**src/rtl/spi_cmd_decoder_if.sv**
```systemverilog
// Bus bundle between the SPI command decoder and its neighbours.
//
// Purpose: groups the received-byte stream, the transmit-byte port and the
// valid/ready memory bus into one interface. The decoder uses the slave
// modport; the surrounding logic (SPI client plus memory) uses master.
//
// Signals:
//   i_rx_valid / i_rx_start / i_rx_data   received byte stream (start = first byte after CS)
//   o_tx_valid / o_tx_data / i_tx_ready   transmit byte port (ready = byte latched)
//   o_mem_valid / i_mem_ready             memory request handshake
//   o_mem_we / o_mem_addr / o_mem_wdata   memory request payload
//   i_mem_rvalid / i_mem_rdata            in-order read responses
//   o_err                                 sticky error flag
interface spi_cmd_decoder_if #(
    parameter int ADDR_BYTES = 2
);
    logic                    i_rx_valid;
    logic                    i_rx_start;
    logic [7:0]              i_rx_data;
    logic                    o_tx_valid;
    logic [7:0]              o_tx_data;
    logic                    i_tx_ready;
    logic                    o_mem_valid;
    logic                    i_mem_ready;
    logic                    o_mem_we;
    logic [8*ADDR_BYTES-1:0] o_mem_addr;
    logic [7:0]              o_mem_wdata;
    logic                    i_mem_rvalid;
    logic [7:0]              i_mem_rdata;
    logic                    o_err;

    // Decoder side.
    modport slave (
        input  i_rx_valid, i_rx_start, i_rx_data,
        output o_tx_valid, o_tx_data,
        input  i_tx_ready,
        output o_mem_valid,
        input  i_mem_ready,
        output o_mem_we, o_mem_addr, o_mem_wdata,
        input  i_mem_rvalid, i_mem_rdata,
        output o_err
    );

    // Environment side (SPI client and memory).
    modport master (
        output i_rx_valid, i_rx_start, i_rx_data,
        input  o_tx_valid, o_tx_data,
        output i_tx_ready,
        input  o_mem_valid,
        output i_mem_ready,
        input  o_mem_we, o_mem_addr, o_mem_wdata,
        output i_mem_rvalid, i_mem_rdata,
        input  o_err
    );
endinterface

```
**src/rtl/spi_cmd_decoder.sv**
```systemverilog
// SPI command decoder.
//
// Purpose: turns each chip-select transaction from the SPI client into a
// write, read or status command. Writes and reads go out on a valid/ready
// memory bus; read data is prefetched into a small transmit FIFO so the
// SPI client always has a byte to shift out (FILLER when the FIFO is empty).
//
// Ports:
//   i_clock    system clock
//   i_reset_n  synchronous active-low reset
//   bus        spi_cmd_decoder_if.slave: rx stream, tx port, memory bus, o_err
module spi_cmd_decoder #(
    parameter int         ADDR_BYTES = 2,
    parameter int         TX_DEPTH   = 2,
    parameter logic [7:0] FILLER     = 8'h00
) (
    input  logic             i_clock,
    input  logic             i_reset_n,
    spi_cmd_decoder_if.slave bus
);
    localparam int AW = 8 * ADDR_BYTES;
    localparam int PW = $clog2(TX_DEPTH);
    localparam int CW = PW + 1;
    localparam logic [CW-1:0] DEPTH_C = CW'(TX_DEPTH);

    typedef enum logic [2:0] {
        S_IDLE,
        S_ADDR,
        S_WRITE,
        S_READ,
        S_IGNORE
    } state_t;

    state_t        r_state;
    logic          r_is_read;
    logic [1:0]    r_addr_cnt;
    logic [AW-1:0] r_addr;         // running address pointer of the current command
    logic          r_req_own;      // pending request was issued by the current command
    logic          r_mem_valid;
    logic          r_mem_we;
    logic [AW-1:0] r_mem_addr;
    logic [7:0]    r_mem_wdata;
    logic [1:0]    r_status;       // {overrun, bad_opcode}
    logic [CW-1:0] r_outstanding;
    logic [CW-1:0] r_discard;
    logic [CW-1:0] r_count;
    logic [PW-1:0] r_wr_ptr;
    logic [PW-1:0] r_rd_ptr;
    logic [7:0]    r_fifo [TX_DEPTH];

    logic          w_byte;
    logic          w_op;
    logic          w_accept;
    logic          w_rd_acc;
    logic          w_rsp_discard;
    logic          w_rsp_keep;
    logic          w_pop;
    logic          w_push_rsp;
    logic          w_issue;
    logic [AW-1:0] w_ptr;
    logic [AW-1:0] w_addr_shift;
    logic [CW-1:0] w_inflight;
    logic [CW-1:0] w_abort_total;
    logic          w_fifo_we;
    logic [PW-1:0] w_fifo_waddr;
    logic [7:0]    w_fifo_wdata;

    assign w_byte        = bus.i_rx_valid && !bus.i_rx_start;
    assign w_op          = bus.i_rx_valid && bus.i_rx_start;
    assign w_accept      = r_mem_valid && bus.i_mem_ready;
    assign w_rd_acc      = w_accept && !r_mem_we;
    // Responses are in order: older (discarded) ones always come first.
    assign w_rsp_discard = bus.i_mem_rvalid && (r_discard != '0);
    assign w_rsp_keep    = bus.i_mem_rvalid && (r_discard == '0) && (r_outstanding != '0);
    assign w_pop         = bus.i_tx_ready && (r_count != '0);
    assign w_push_rsp    = w_rsp_keep && !w_op && ((r_count != DEPTH_C) || w_pop);

    // Write data arriving in the acceptance cycle must target the next address.
    assign w_ptr         = (w_accept && r_req_own) ? r_addr + AW'(1) : r_addr;
    assign w_addr_shift  = (r_addr << 8) | AW'(bus.i_rx_data);

    // Every byte that could still land in the FIFO counts, including discarded
    // responses, so the counters can never exceed TX_DEPTH.
    assign w_inflight    = r_count + r_outstanding + r_discard + CW'(r_mem_valid);
    assign w_issue       = (r_state == S_READ) && !w_op && !r_mem_valid && (w_inflight < DEPTH_C);

    // On an opcode, everything still owed by memory becomes discard; a read
    // accepted in this very cycle is included, a response in this cycle is consumed.
    assign w_abort_total = r_discard + r_outstanding + CW'(w_rd_acc)
                         - CW'(w_rsp_discard || w_rsp_keep);

    always_comb begin
        w_fifo_we    = 1'b0;
        w_fifo_waddr = r_wr_ptr;
        w_fifo_wdata = bus.i_mem_rdata;
        if (w_op) begin
            if (bus.i_rx_data == 8'h05) begin
                // FIFO is flushed in the same cycle, so the status byte goes to slot 0.
                w_fifo_we    = 1'b1;
                w_fifo_waddr = '0;
                w_fifo_wdata = {6'b0, r_status};
            end
        end else if (w_push_rsp) begin
            w_fifo_we = 1'b1;
        end
    end

    always_ff @(posedge i_clock) begin
        if (w_fifo_we) begin
            r_fifo[w_fifo_waddr] <= w_fifo_wdata;
        end
    end

    always_ff @(posedge i_clock) begin
        if (!i_reset_n) begin
            r_state       <= S_IDLE;
            r_is_read     <= 1'b0;
            r_addr_cnt    <= '0;
            r_addr        <= '0;
            r_req_own     <= 1'b0;
            r_mem_valid   <= 1'b0;
            r_mem_we      <= 1'b0;
            r_mem_addr    <= '0;
            r_mem_wdata   <= '0;
            r_status      <= '0;
            r_outstanding <= '0;
            r_discard     <= '0;
            r_count       <= '0;
            r_wr_ptr      <= '0;
            r_rd_ptr      <= '0;
        end else begin
            if (w_accept) begin
                r_mem_valid <= 1'b0;
            end
            if (w_accept && r_req_own) begin
                r_addr <= r_addr + AW'(1);
            end

            if (w_op) begin
                r_req_own     <= 1'b0;
                // A pending write is kept; an unaccepted read is withdrawn.
                if (r_mem_valid && !r_mem_we && !bus.i_mem_ready) begin
                    r_mem_valid <= 1'b0;
                end
                r_outstanding <= '0;
                r_discard     <= w_abort_total;
                r_rd_ptr      <= '0;
                r_wr_ptr      <= '0;
                r_count       <= '0;
                r_addr_cnt    <= '0;
                case (bus.i_rx_data)
                    8'h02: begin
                        r_is_read <= 1'b0;
                        r_state   <= S_ADDR;
                    end
                    8'h03: begin
                        r_is_read <= 1'b1;
                        r_state   <= S_ADDR;
                    end
                    8'h05: begin
                        r_status <= '0;
                        r_wr_ptr <= PW'(1);
                        r_count  <= CW'(1);
                        r_state  <= S_IGNORE;
                    end
                    default: begin
                        r_status[0] <= 1'b1;
                        r_state     <= S_IGNORE;
                    end
                endcase
            end else begin
                r_outstanding <= r_outstanding + CW'(w_rd_acc) - CW'(w_rsp_keep);
                r_discard     <= r_discard - CW'(w_rsp_discard);
                if (w_push_rsp) begin
                    r_wr_ptr <= r_wr_ptr + PW'(1);
                end
                if (w_pop) begin
                    r_rd_ptr <= r_rd_ptr + PW'(1);
                end
                r_count <= r_count + CW'(w_push_rsp) - CW'(w_pop);

                case (r_state)
                    S_ADDR: begin
                        if (w_byte) begin
                            r_addr <= w_addr_shift;
                            if (r_addr_cnt == 2'(ADDR_BYTES - 1)) begin
                                r_state <= r_is_read ? S_READ : S_WRITE;
                            end else begin
                                r_addr_cnt <= r_addr_cnt + 2'd1;
                            end
                        end
                    end
                    S_WRITE: begin
                        if (w_byte) begin
                            if (r_mem_valid && !bus.i_mem_ready) begin
                                r_status[1] <= 1'b1;
                            end else begin
                                r_mem_valid <= 1'b1;
                                r_mem_we    <= 1'b1;
                                r_mem_addr  <= w_ptr;
                                r_mem_wdata <= bus.i_rx_data;
                                r_req_own   <= 1'b1;
                            end
                        end
                    end
                    S_READ: begin
                        if (w_issue) begin
                            r_mem_valid <= 1'b1;
                            r_mem_we    <= 1'b0;
                            r_mem_addr  <= r_addr;
                            r_req_own   <= 1'b1;
                        end
                    end
                    default: begin
                    end
                endcase
            end
        end
    end

    assign bus.o_tx_valid  = 1'b1;
    assign bus.o_tx_data   = (r_count != '0) ? r_fifo[r_rd_ptr] : FILLER;
    assign bus.o_mem_valid = r_mem_valid;
    assign bus.o_mem_we    = r_mem_we;
    assign bus.o_mem_addr  = r_mem_addr;
    assign bus.o_mem_wdata = r_mem_wdata;
    assign bus.o_err       = |r_status;
endmodule

```
**src/flat_wrapper.sv**
```systemverilog
// flat-port wrapper written by rule: the top's interface ports become plain ports
module spi_cmd_decoder_flat 
#(
    parameter int         ADDR_BYTES = 2,
    parameter int         TX_DEPTH   = 2,
    parameter logic [7:0] FILLER     = 8'h00
)
  (i_clock, i_reset_n, bus_i_rx_valid, bus_i_rx_start, bus_i_rx_data, bus_o_tx_valid, bus_o_tx_data, bus_i_tx_ready, bus_o_mem_valid, bus_i_mem_ready, bus_o_mem_we, bus_o_mem_addr, bus_o_mem_wdata, bus_i_mem_rvalid, bus_i_mem_rdata, bus_o_err);
  spi_cmd_decoder_if #(.ADDR_BYTES(ADDR_BYTES)) bus_i ();
  input  logic i_clock;
  input  logic i_reset_n;
  input wire logic [$bits(bus_i.i_rx_valid)-1:0] bus_i_rx_valid;
  input wire logic [$bits(bus_i.i_rx_start)-1:0] bus_i_rx_start;
  input wire logic [$bits(bus_i.i_rx_data)-1:0] bus_i_rx_data;
  output wire logic [$bits(bus_i.o_tx_valid)-1:0] bus_o_tx_valid;
  output wire logic [$bits(bus_i.o_tx_data)-1:0] bus_o_tx_data;
  input wire logic [$bits(bus_i.i_tx_ready)-1:0] bus_i_tx_ready;
  output wire logic [$bits(bus_i.o_mem_valid)-1:0] bus_o_mem_valid;
  input wire logic [$bits(bus_i.i_mem_ready)-1:0] bus_i_mem_ready;
  output wire logic [$bits(bus_i.o_mem_we)-1:0] bus_o_mem_we;
  output wire logic [$bits(bus_i.o_mem_addr)-1:0] bus_o_mem_addr;
  output wire logic [$bits(bus_i.o_mem_wdata)-1:0] bus_o_mem_wdata;
  input wire logic [$bits(bus_i.i_mem_rvalid)-1:0] bus_i_mem_rvalid;
  input wire logic [$bits(bus_i.i_mem_rdata)-1:0] bus_i_mem_rdata;
  output wire logic [$bits(bus_i.o_err)-1:0] bus_o_err;
  assign bus_i.i_rx_valid = bus_i_rx_valid;
  assign bus_i.i_rx_start = bus_i_rx_start;
  assign bus_i.i_rx_data = bus_i_rx_data;
  assign bus_o_tx_valid = bus_i.o_tx_valid;
  assign bus_o_tx_data = bus_i.o_tx_data;
  assign bus_i.i_tx_ready = bus_i_tx_ready;
  assign bus_o_mem_valid = bus_i.o_mem_valid;
  assign bus_i.i_mem_ready = bus_i_mem_ready;
  assign bus_o_mem_we = bus_i.o_mem_we;
  assign bus_o_mem_addr = bus_i.o_mem_addr;
  assign bus_o_mem_wdata = bus_i.o_mem_wdata;
  assign bus_i.i_mem_rvalid = bus_i_mem_rvalid;
  assign bus_i.i_mem_rdata = bus_i_mem_rdata;
  assign bus_o_err = bus_i.o_err;
  spi_cmd_decoder #(.ADDR_BYTES(ADDR_BYTES), .TX_DEPTH(TX_DEPTH), .FILLER(FILLER)) u_core (.i_clock(i_clock), .i_reset_n(i_reset_n), .bus(bus_i));
endmodule
```
**config.mk**
```make
export PLATFORM = sky130hd
export DESIGN_NAME = spi_cmd_decoder_flat
export DESIGN_NICKNAME = d
export VERILOG_FILES = /design/src/rtl/spi_cmd_decoder_if.sv /design/src/rtl/spi_cmd_decoder.sv /design/src/flat_wrapper.sv
export SDC_FILE = /design/constraint.sdc
export NUM_CORES = 1
export LEC_CHECK = 0
export BUFFER_PORTS_ARGS = -buffer_cell sky130_fd_sc_hd__buf_4
export CAP_MARGIN = 20
export CORE_MARGIN = 2
export CORE_UTILIZATION = 50
export CTS_CLUSTER_SIZE = 16
export DETAILED_ROUTE_END_ITERATION = 12
export PLACE_DENSITY = 0.78
export SYNTH_ARGS = -nofsm -noshare
export SYNTH_HDL_FRONTEND = slang
export SYNTH_SLANG_ARGS = --single-unit
```
**constraint.sdc**
```tcl
create_clock -name i_clock -period 4.1 [get_ports i_clock]
set_input_delay 0.615 -clock i_clock [delete_from_list [all_inputs] [get_ports i_clock]]
set_output_delay 0.615 -clock i_clock [all_outputs]
set_load 0.01 [all_outputs]
```
==> key figures, run 1 <==
Outcome
  – Status: complete, no violations

Pwr
  – PD cells: 351 mW/mm^2
  – Int Pwr: 1.22 mW
  – Proportion of power drawn by flip-flops and latches: 49.1%
  – Switch share: 22.4%
  – Switch Pwr: 0.352 mW
  – Clk pwr share: 45.0%
  – Combinational group share of total power: 5.9%
  – LEAKAGE: 1.72 nW
  – Final Power: 1.57 mW
  – Peak VDD IR: 0.000175 V

Final layout
  – Synthesis-to-layout area growth: 18.5%
  – Share of layout cells above drive strength 1: 21.9%
  – Ant diodes: 0
  – Final nets: 471
  – Final std cells w/o fill: 542
  – Most frequent cells in the layout: dfxtp_1, buf_4, nor2_1, nand2_1

Routing
  – WL per Instance: 16.0 um
  – Vias per std cell: 5.72
  – DRT iter0 DRCs: 197
  – DRC viols: 0
  – Routed Antenna Nets: 0
  – Vias: 3,099
  – Routed WL: 8660 um
  – DRT Pass-1 Iters: 4

Critical path
  – Worst-path cell chain: o21ai_0, nand2_1, ha_1, inv_1, fa_1, xnor2_1, xnor2_1, mux2i_1, xnor2_1, and2_1
  – Critical Path Sink: u_core.r_discard[1]
  – Crit-path slowest cell: fa_1
  – Crit Reg-Reg Startpoint: u_core.r_outstanding[1]
  – Worst R2R End: u_core.r_discard[1]
  – Most used cell, CP: xnor2_1
  – Startpoint Class: flip-flop
  – Worst path max stage delay: 0.43 ns
  – Worst EP required: 4.36 ns
  – Setup crit end kind: flip-flop
  – Crit path max fanout: 4
  – Worst setup path start: u_core.r_outstanding[1]
  – R2R depth: 10
  – WP data arrival: 2.71 ns
  – Flop2flop setup slack: 1.65 ns
  – Crit Path Category: flip-flop to flip-flop

Clocking
  – Clock tree buffer depth: 2
  – Reg clk slew, reported paths: 0.09 ns
  – CTS tree: done
  – H-tree levels: 3
  – # resized after CTS: 0
  – Clock root cell: clkbuf_8
  – Clk_lat worst skew: 0.36 ns
  – Hold buffers post-CTS: 0
  – Clk sink count: 76
  – Post-CTS setup repair buffer count: 0
  – TritonCTS Buffers: 9

Placed design
  – Pre-CTS WS: 1.44 ns
  – Hpwl dp: 6060 um
  – PortBufs: 57
  – Placed Cells incl. Taps: 526
  – Placer congestion estimate: 0.891

Timing
  – Total Neg Setup Slack: 0 ns
  – RSZ-0062 raised after global routing: false
  – Minimum clock period: 2.45 ns
  – Final worst setup slack: 1.65 ns
  – Final Max Slew Viols: 0
  – Rel. slew slack: 34.4%
  – Worst clock skew: 0.00889 ns
  – Final Hold Viols: 0
  – Actual slew at the worst max-slew pin: 0.984 ns
  – Final period util: 59.8%
  – Finish-stage setup viols: 0
  – Peak Freq: 0.408 GHz

Synth
  – Part of the Yosys area used for sequential elements: 44.5%
  – Number of enable flip-flop cells after synthesis: 16
  – Synth Flop Type: dfxtp_1
  – Netlist Area Pre-Place: 0.00377 sq mm
  – Post-synthesis net count: 425
  – #FFs+latches synth: 76
  – Yosys cell types: 59
  – YS warnings: 0
  – Post-synth ARST share: 0%
  – Mean Syn Cell Area: 9.63 sq um
  – Post-Syn Instances: 392

GRT
  – Initial antenna violation count: 0
  – Largest net degree at the start of global routing: 35
  – Grt total ovfl: 0
  – First-pass GRT wire length: 14,300 um
  – Vias in the first global route: 2,948
  – Gr usage total: 21.7%

Die
  – Num rows: 31
  – Placeable Area: 0.00729 sq mm
  – Die area: 0.00826 sq mm
  – DIE HEIGHT: 90.9 um
  – Initial core utilization: 51.8%
  – Die W: 90.9 um
  – Io pins: 59

Flow run
  – Max-Cap Viols: 0

Min path
  – Hold Path Class: flip-flop to flip-flop
synth_stat cells, types with 3 or more instances:
cell type   n  share of area, %
o21a_1      3              0.60
nor2_1     58               5.8
buf_2       6              0.80
inv_1      13               1.3
and3_1      6              0.99
xnor2_1    21               4.9
edfxtp_1   16                13
dfxtp_1    60                32
o221a_1     8               2.4
nor3_1      4              0.53
a31oi_1    12               2.0
a211oi_1   13               2.6
o21ai_0     8               1.1
and2_1      4              0.66
xor2_1      6               1.4
a21oi_1    21               2.8
ha_1        8               2.7
nand3_1     9               1.2
nor2b_1     9               1.5
clkbuf_1   14               1.4
mux2i_1    11               2.9
nand2_1    30               3.0
nand4_1     5              0.83
kinds of logic after synthesis:
kind of cell | count (synthesis) | share of synthesized area [%]
compound gates | 79 | 15.4
other cells | 1 | 0.0993
simple gates | 147 | 21.3
fa+ha+maj | 10 | 3.71
flops | 76 | 44.5
mux | 13 | 3.51
xor+xnor | 28 | 6.86
buf+inv | 38 | 4.61
state kept, by name, indices dropped and copies added (netlist names), named ones only:
signal / cells
u_core.r_status: 2
u_core.r_count: 2
u_core.r_outstanding: 2
u_core.r_addr_cnt: 2
u_core.bus.o_mem_we: 1
u_core.r_addr: 16
u_core.bus.o_mem_addr: 16
u_core.bus.o_mem_valid: 1
u_core.r_discard: 2
u_core.r_req_own: 1
u_core.r_wr_ptr: 1
u_core.bus.o_mem_wdata: 8
u_core.r_fifo: 16
u_core.r_state: 3
u_core.r_rd_ptr: 1
u_core.r_is_read: 1
critical path, delay by kind of cell, from the launching register on:
kind                       cells  cell delay [ns]
buffers and inverters          1             0.05
xor gates and xnor gates       3             0.45
muxes                          1             0.10
and+or+nand+nor                2             0.25
AOI/OAI and AO/OA              1             0.42
adders and majority gates      2             0.72
DFF                            1             0.37
worst min-delay path by stage:
| stage | from | end | slack [ns] | cells after the start |
|---|---|---|---|---|
| 2_1_floorplan | u_core.r_is_read | u_core.r_is_read | 0.46 | 2 |
| 3_3_place_gp | u_core.bus.o_mem_wdata[4] | u_core.bus.o_mem_wdata[4] | 0.45 | 2 |
| 3_5_place_dp | u_core.bus.o_mem_wdata[4] | u_core.bus.o_mem_wdata[4] | 0.45 | 2 |
| 4_1_cts | u_core.bus.o_mem_wdata[4] | u_core.bus.o_mem_wdata[4] | 0.46 | 2 |
| 5_1_grt | u_core.bus.o_mem_wdata[4] | u_core.bus.o_mem_wdata[4] | 0.49 | 2 |
| 6_report | u_core.bus.o_mem_wdata[4] | u_core.bus.o_mem_wdata[4] | 0.46 | 2 |
through the flow:
step                area, sq um  utilization, %  hold slack, ns
global placement           4220            57.9           0.453
floorplan                  3770               -           0.462
finish                     4470            61.3           0.464
CTS                        4470            61.3           0.464
detailed placement         4220            57.9           0.450
global route               4470            61.3           0.490
power groups by stage:
| stage | clock network [mW] | logic [mW] | registers, mW |
|---|---|---|---|
| 3_5_place_dp | 0 | 0.0917 | 0.789 |
| 5_1_grt | 0.748 | 0.104 | 0.772 |
| 2_1_floorplan | 0 | 0.0586 | 0.788 |
| 3_3_place_gp | 0 | 0.0900 | 0.789 |
| 6_report | 0.706 | 0.0927 | 0.772 |
| 4_1_cts | 0.720 | 0.0928 | 0.772 |
layout make-up:
type                    instances  area, sq um
clock buffers                   9          124
clock inverters                 7          124
fillers                       652         2820
inverters                      13         48.8
multi-input cells             278         1920
flip-flops and latches         76         1680
well taps                      99          124
repair buffers                 60          450
layer usage:
layer	GRT usage (%)	wire length [um]	vias up	part of all wire (%)
met2	35.5	4200	102	49
met3	3.67	533	18	6.2
met1	27.7	3710	1489	43
met4	11.2	212	0	2.4
met5	0	0	-	0
li1	-	-	1490	-
No activity file was read; power rests on OpenSTA's default activity.
==> run 2: changes to the inputs <==
Settings changed: PLACE_DENSITY 0.78 to 0.81.
Clock period 4.1 ns to 2.11 ns, I/O delays scaled along.
==> run 2 against run 1 <==
Effect of this change:
- the run now ends with setup timing left
- utilization grew 2.5 points
- non-clock buffer count grew 23
- die area is the same
- first-iteration DRC count grew 14%
- final area grew 4.1%
- largest power group unchanged
- critical path depth grew 1
- clock power grew 66%
- critical endpoint unchanged
- worst hold slack lost 0.25 ns
- flip-flop and latch count is the same
==> key figures, run 2 (synthesized netlist as in run 1, its figures left out) <==
Clocking
  – TritonCTS Buffers: 9 (unchanged)
  – CTS tree: done
  – Clk_lat worst skew: 0.36 ns (about the same)
  – Clock root cell: clkbuf_8
  – H-tree levels: 3 (unchanged)
  – Hold buffers post-CTS: 0 (unchanged)
  – Clk sink count: 76 (unchanged)
  – Reg clk slew, reported paths: 0.09 ns (about the same)
  – Clock tree buffer depth: 2 (unchanged)

Critical path
  – Flop2flop setup slack: -0.08 ns (-1.73 ns)
  – Worst EP required: 2.37 ns (-1.99 ns)
  – R2R depth: 11 (+1)
  – Crit Reg-Reg Startpoint: u_core.r_discard[0]
  – Crit path max fanout: 3 (-1)
  – Startpoint Class: flip-flop
  – Worst R2R End: u_core.r_discard[1]
  – Crit Path Category: flip-flop to flip-flop
  – Setup crit end kind: flip-flop
  – WP data arrival: 2.44 ns (-0.27 ns)

Timing
  – Peak Freq: 0.457 GHz (+12%)
  – Final period util: 104% (+44 points)
  – Final Max Slew Viols: 0 (unchanged)
  – Worst clock skew: 0.00925 ns (+0.000364 ns)
  – Final Hold Viols: 0 (unchanged)
  – Final worst setup slack: -0.0785 ns (-1.73 ns)
  – Finish-stage setup viols: 1 (+1)
  – RSZ-0062 raised after global routing: true
  – Minimum clock period: 2.19 ns (-0.263 ns)

Die
  – Die W: 90.9 um (unchanged)
  – Die area: 0.00826 sq mm (unchanged)
  – Num rows: 31 (unchanged)
  – Io pins: 59 (unchanged)
  – Placeable Area: 0.00729 sq mm (unchanged)
  – Initial core utilization: 51.8% (unchanged)
  – DIE HEIGHT: 90.9 um (unchanged)

Routing
  – DRT Pass-1 Iters: 4 (unchanged)
  – Routed WL: 9070 um (+4.7%)
  – Routed Antenna Nets: 0 (unchanged)
  – WL per Instance: 16.0 um (+0.30%)
  – DRC viols: 0 (unchanged)
  – Vias: 3,214 (+3.7%)
  – DRT iter0 DRCs: 224 (+14%)
  – Vias per std cell: 5.68 (-0.69%)

Min path
  – Worst Hold End: u_core.bus.o_mem_wdata[6]
  – Hold path cells: 3 (+1)
  – Hold Path Class: input port to flip-flop
  – Worst hold start: bus_i_rx_data[6]

Flow run
  – Max-Cap Viols: 0 (unchanged)

Final layout
  – Synthesis-to-layout area growth: 23.3%
  – Leading cell type in the layout, fill and taps excluded: buf_4
  – Design Area, Final: 0.00466 sq mm (+4.1%)
  – Most frequent cells in the layout: buf_4, dfxtp_1, nor2_1, nand2_1, a21oi_1
  – Util after Layout: 63.8% (+2.5 points)
  – Share of layout cells above drive strength 1: 27.6% (+5.7 points)
  – Ant diodes: 0 (unchanged)
  – Final nets: 495 (+5.1%)
  – Fill cells: 601 (-7.8%)

Pwr
  – Switch share: 24.9% (+2.5 points)
  – LEAKAGE: 1.83 nW (+6.5%)
  – Peak VDD IR: 0.000397 V (+130%)
  – Switch Pwr: 0.717 mW (+100%)
  – PD cells: 619 mW/mm^2 (+76%)
  – Final Power: 2.88 mW (+83%)
  – Proportion of power drawn by flip-flops and latches: 52.0% (+2.9 points)
  – Clk pwr share: 40.5% (-4.5 points)
  – Int Pwr: 2.16 mW (+77%)
  – Combinational group share of total power: 7.5% (+1.6 points)

GRT
  – Vias in the first global route: 3,114 (+5.6%)
  – Met3 Use GR: 4.01% (+0.33 points)
  – GR peak layer: met2
  – Gr usage total: 22.1% (+0.33 points)
  – Grt total ovfl: 0 (unchanged)
  – Initial antenna violation count: 0 (unchanged)
  – Met2 Use GR: 37.9% (+2.4 points)
  – Routing usage on met1: 27.8% (+0.14 points)
  – Largest net degree at the start of global routing: 33 (-5.7%)
  – First-pass GRT wire length: 14,700 um (+3.0%)

Outcome
  – Failing checks: setup timing
  – Status: complete, but fails checks

Placed design
  – Placer congestion estimate: 0.893 (+0.24%)
  – DP Area: 0.00441 sq mm (+4.4%)
  – Hpwl dp: 6270 um (+3.5%)
  – PortBufs: 57 (unchanged)
==> run 2: layout make-up <==
| type | count | area [sq um] | area share [%] |
|---|---|---|---|
| clock buffer | 9 | 124 | 2.66 |
| clock inverter | 7 | 82.6 | 1.77 |
| inverter | 13 | 48.8 | 1.05 |
| multi-input combinational | 279 | 1960 | 42.0 |
| sequential | 76 | 1680 | 36.2 |
| tap | 99 | 124 | 2.66 |
| timing repair buffer | 83 | 636 | 13.7 |
==> run 2: how the worst max path moves through the flow <==
stage                              startpoint  depth (start not counted)  slack [ns]                   to
after floorplan           u_core.r_discard[0]                         11      0.0008  u_core.r_discard[1]
after global placement    u_core.r_discard[0]                         11    -0.00002  u_core.r_discard[1]
after detailed placement  u_core.r_discard[0]                         11        -0.1  u_core.r_discard[1]
after CTS                 u_core.r_discard[0]                         11       -0.08  u_core.r_discard[1]
after global routing      u_core.r_discard[0]                         11       -0.20  u_core.r_discard[1]
final                     u_core.r_discard[0]                         11       -0.08  u_core.r_discard[1]
==> run 2: per-layer routing <==
metal | wire length, um | vias to the layer above | part of all wire, %
met5 | 0 | - | 0
met4 | 145 | 0 | 1.6
met3 | 586 | 17 | 6.5
met2 | 4520 | 102 | 50
met1 | 3820 | 1560 | 42
li1 | - | 1535 | -
==> run 2: per-stage QoR <==
| stage | instances | worst slack, ns | setup TNS, ns | hold slack [ns] |
|---|---|---|---|---|
| finish | 566 | -0.0785 | -0.0785 | 0.218 |
| global route | 566 | -0.195 | -0.200 | 0.225 |
| CTS | 563 | -0.0786 | -0.0786 | 0.222 |
| detailed placement | 547 | -0.0975 | -0.110 | 0.454 |
| global placement | 547 | -0.0000213 | -0.0000213 | 0.447 |
| floorplan | 392 | 0.000769 | 0 | 0.452 |
==> run 2: power groups by stage <==
stage	registers, mW	logic (mW)	clock network, mW
after floorplan	1.53	0.121	0
final	1.50	0.217	1.17
after CTS	1.50	0.212	1.18
after global placement	1.53	0.202	0
after global routing	1.50	0.238	1.24
after detailed placement	1.53	0.209	0
==> run 2: critical path, cell delays in order (launching register included) <==
cell     delay (ns)
dfxtp_2        0.34
or2_4          0.25
nand2_2        0.07
nand2_1        0.05
ha_1           0.29
inv_2          0.04
fa_2           0.35
xnor2_2        0.14
xnor2_1        0.16
mux2i_1        0.11
xnor2_1        0.13
and2_1         0.15
==> run 2: what timing repair did <==
action	4_1_cts	5_1_grt
pin swaps	2	1
setup buffers	0	2
resized for setup	2	5
endpoints found under the setup margin	2	17
gates cloned	0	1
==> run 3: changes to the inputs <==
Settings changed: CORE_ASPECT_RATIO set to 0.8, CORE_UTILIZATION 50 to 57, PLACE_DENSITY 0.81 to 0.86.
Clock period 2.11 ns to 2.25 ns, I/O delays scaled along.
==> run 3 against run 2 <==
Effect of this change:
- the flow now finishes without violations
- sequential share of layout area is 0.96 points higher
- setup slack improved by 0.12 ns
- first-iteration DRC count increased by 57%
- global-route usage rose by 3.9 points
- sequential power decreased by 7%
- fmax decreased by 0.71%
- power down 12%
- combinational power up 4%
- flip-flop and latch count stayed put
- die area fell by 12%
- highest routed layer unchanged
==> key figures, run 3 (synthesized netlist as in run 1, its figures left out) <==
Outcome
  – Status: complete, no violations

Flow run
  – Max-Cap Viols: 0 (unchanged)

Clocking
  – Hold buffers post-CTS: 0 (unchanged)
  – TritonCTS Buffers: 9 (unchanged)
  – Clk_lat worst skew: 0.36 ns (about the same)
  – CTS tree: done
  – H-tree levels: 3 (unchanged)
  – Clock root cell: clkbuf_8
  – Clk sink count: 76 (unchanged)
  – Clock tree buffer depth: 2 (unchanged)
  – Reg clk slew, reported paths: 0.09 ns (about the same)

Pwr
  – PD cells: 562 mW/mm^2 (-9.2%)
  – Peak VDD IR: 0.000329 V (-17%)
  – LEAKAGE: 1.76 nW (-3.8%)

Final layout
  – Ant diodes: 0 (unchanged)
  – Fill cells: 467 (-22%)
  – Synthesis-to-layout area growth: 20.2%
  – Most frequent cells in the layout: buf_4, dfxtp_1, nor2_1, nand2_1, a21oi_1
  – Final std cells w/o fill: 542 (-4.2%)
  – Final nets: 486 (-1.8%)
  – Share of layout cells above drive strength 1: 26.2% (-1.4 points)
  – Leading cell type in the layout, fill and taps excluded: buf_4

GRT
  – Met3 Use GR: 7.86% (+3.9 points)
  – Largest net degree at the start of global routing: 40 (+21%)
  – Vias in the first global route: 3,007 (-3.4%)
  – Grt total ovfl: 0 (unchanged)
  – Initial antenna violation count: 0 (unchanged)
  – Met2 Use GR: 38.7% (+0.78 points)
  – First-pass GRT wire length: 14,600 um (-0.56%)
  – Routing usage on met1: 35.4% (+7.6 points)
  – GR peak layer: met2
  – Gr usage total: 26.0% (+3.9 points)

Placed design
  – Hpwl dp: 6320 um (+0.73%)
  – Placed Cells incl. Taps: 526 (-3.8%)
  – Placer congestion estimate: 0.894 (+0.11%)
  – PortBufs: 57 (unchanged)

Timing
  – Final Hold Viols: 0 (unchanged)
  – Hold slack: 0.234 ns (+0.0163 ns)
  – Worst clock skew: 0.0124 ns (+0.00314 ns)
  – Finish-stage setup viols: 0 (-1)
  – Minimum clock period: 2.20 ns (+0.0157 ns)
  – Peak Freq: 0.454 GHz (-0.71%)
  – Actual slew at the worst max-slew pin: 0.560 ns
  – Rel. slew slack: 62.4%
  – Final period util: 98.0% (-5.8 points)
  – Final Max Slew Viols: 0 (unchanged)
  – RSZ-0062 raised after global routing: true

Critical path
  – Worst path max stage delay: 0.35 ns (about the same)
  – Worst-path cell chain: or2_4, nand2_4, nand2_4, ha_4, inv_2, fa_2, xnor2_2, xnor2_1, mux2i_1, xnor2_1, and2_1
  – Crit-path slowest cell: fa_2
  – Crit Path Category: flip-flop to flip-flop
  – Startpoint Class: flip-flop
  – Worst EP required: 2.50 ns (+0.13 ns)
  – Setup crit end kind: flip-flop
  – WP data arrival: 2.45 ns (about the same)
  – Crit path max fanout: 2 (-1)

Die
  – Placeable Area: 0.00641 sq mm (-12%)
  – Die W: 95.0 um (+4.5%)
  – Die area: 0.00729 sq mm (-12%)
  – Initial core utilization: 58.9% (+7.1 points)
  – DIE HEIGHT: 76.8 um (-16%)
  – Io pins: 59 (unchanged)
  – Num rows: 26 (-16%)

Routing
  – Routed WL: 9210 um (+1.5%)
  – Routed Antenna Nets: 0 (unchanged)
  – Vias: 3,191 (-0.72%)
  – DRT iter0 DRCs: 351 (+57%)
  – Vias per std cell: 5.89 (+3.7%)
  – DRC viols: 0 (unchanged)
  – WL per Instance: 17.0 um (+6.0%)
  – DRT Pass-1 Iters: 5 (+1)

Min path
  – Hold Path Class: input port to flip-flop
[run 3: critical path: cells and delay by family, from the launching register on]
family | cells | cell delay (ns)
adder cells (fa/ha/maj) | 2 | 0.62
AND/OR/NAND/NOR | 4 | 0.53
XOR/XNOR | 3 | 0.48
flip-flops | 1 | 0.32
multiplexers | 1 | 0.11
buffers and inverters | 1 | 0.03
[run 3: power breakdown]
group | total (mW) | switching [mW] | internal [mW]
Clock | 0.919 | 0.514 | 0.405
Combinational | 0.225 | 0.114 | 0.112
Sequential | 1.40 | 0.00550 | 1.40
[run 3: what timing repair did]
action                     4_1_cts  5_1_grt
setup endpoints to repair        1        2
gates resized for setup          2       10
pin swaps                        1        7
setup buffers                    0        0
[run 3: layer usage]
layer	routed length (um)	part of all wire [%]
met1	4070	44
met2	4250	46
met3	751	8.2
met4	144	1.6
met5	0	0
[run 3: path summary, 6_finish.rpt]
check	from	to	slack, ns	cells past startpoint
worst max-delay path	u_core.r_discard[0]	u_core.r_discard[1]	0.05	11
worst min-delay path	bus_i_rx_data[4]	u_core.bus.o_mem_wdata[4]	0.23	3
worst max register to register	u_core.r_discard[0]	u_core.r_discard[1]	0.05	11
worst min register to register	u_core.bus.o_mem_wdata[7]	u_core.bus.o_mem_wdata[7]	0.46	2
[run 3: per-stage QoR]
stage	power (mW)	setup slack (ns)	utilization [%]	setup TNS [ns]	instance area [sq um]
after global routing	2.63	-0.0225	70.8	-0.0460	4540
after global placement	1.62	0.0474	67.4	0	4320
after floorplan	1.55	0.0101	-	0	3780
after CTS	2.54	0.00450	70.2	0	4500
final	2.55	0.0458	70.8	0	4540
after detailed placement	1.63	-0.0618	67.4	-0.0618	4320
[run 3: cell type report]
type | instances | area (sq um) | area share [%]
Sequential cell | 76 | 1680 | 37.1
Clock inverter | 5 | 37.5 | 0.828
Tap cell | 84 | 105 | 2.32
Clock buffer | 11 | 131 | 2.90
Timing Repair Buffer | 75 | 563 | 12.4
Multi-Input combinational cell | 278 | 1970 | 43.3
Inverter | 13 | 48.8 | 1.08
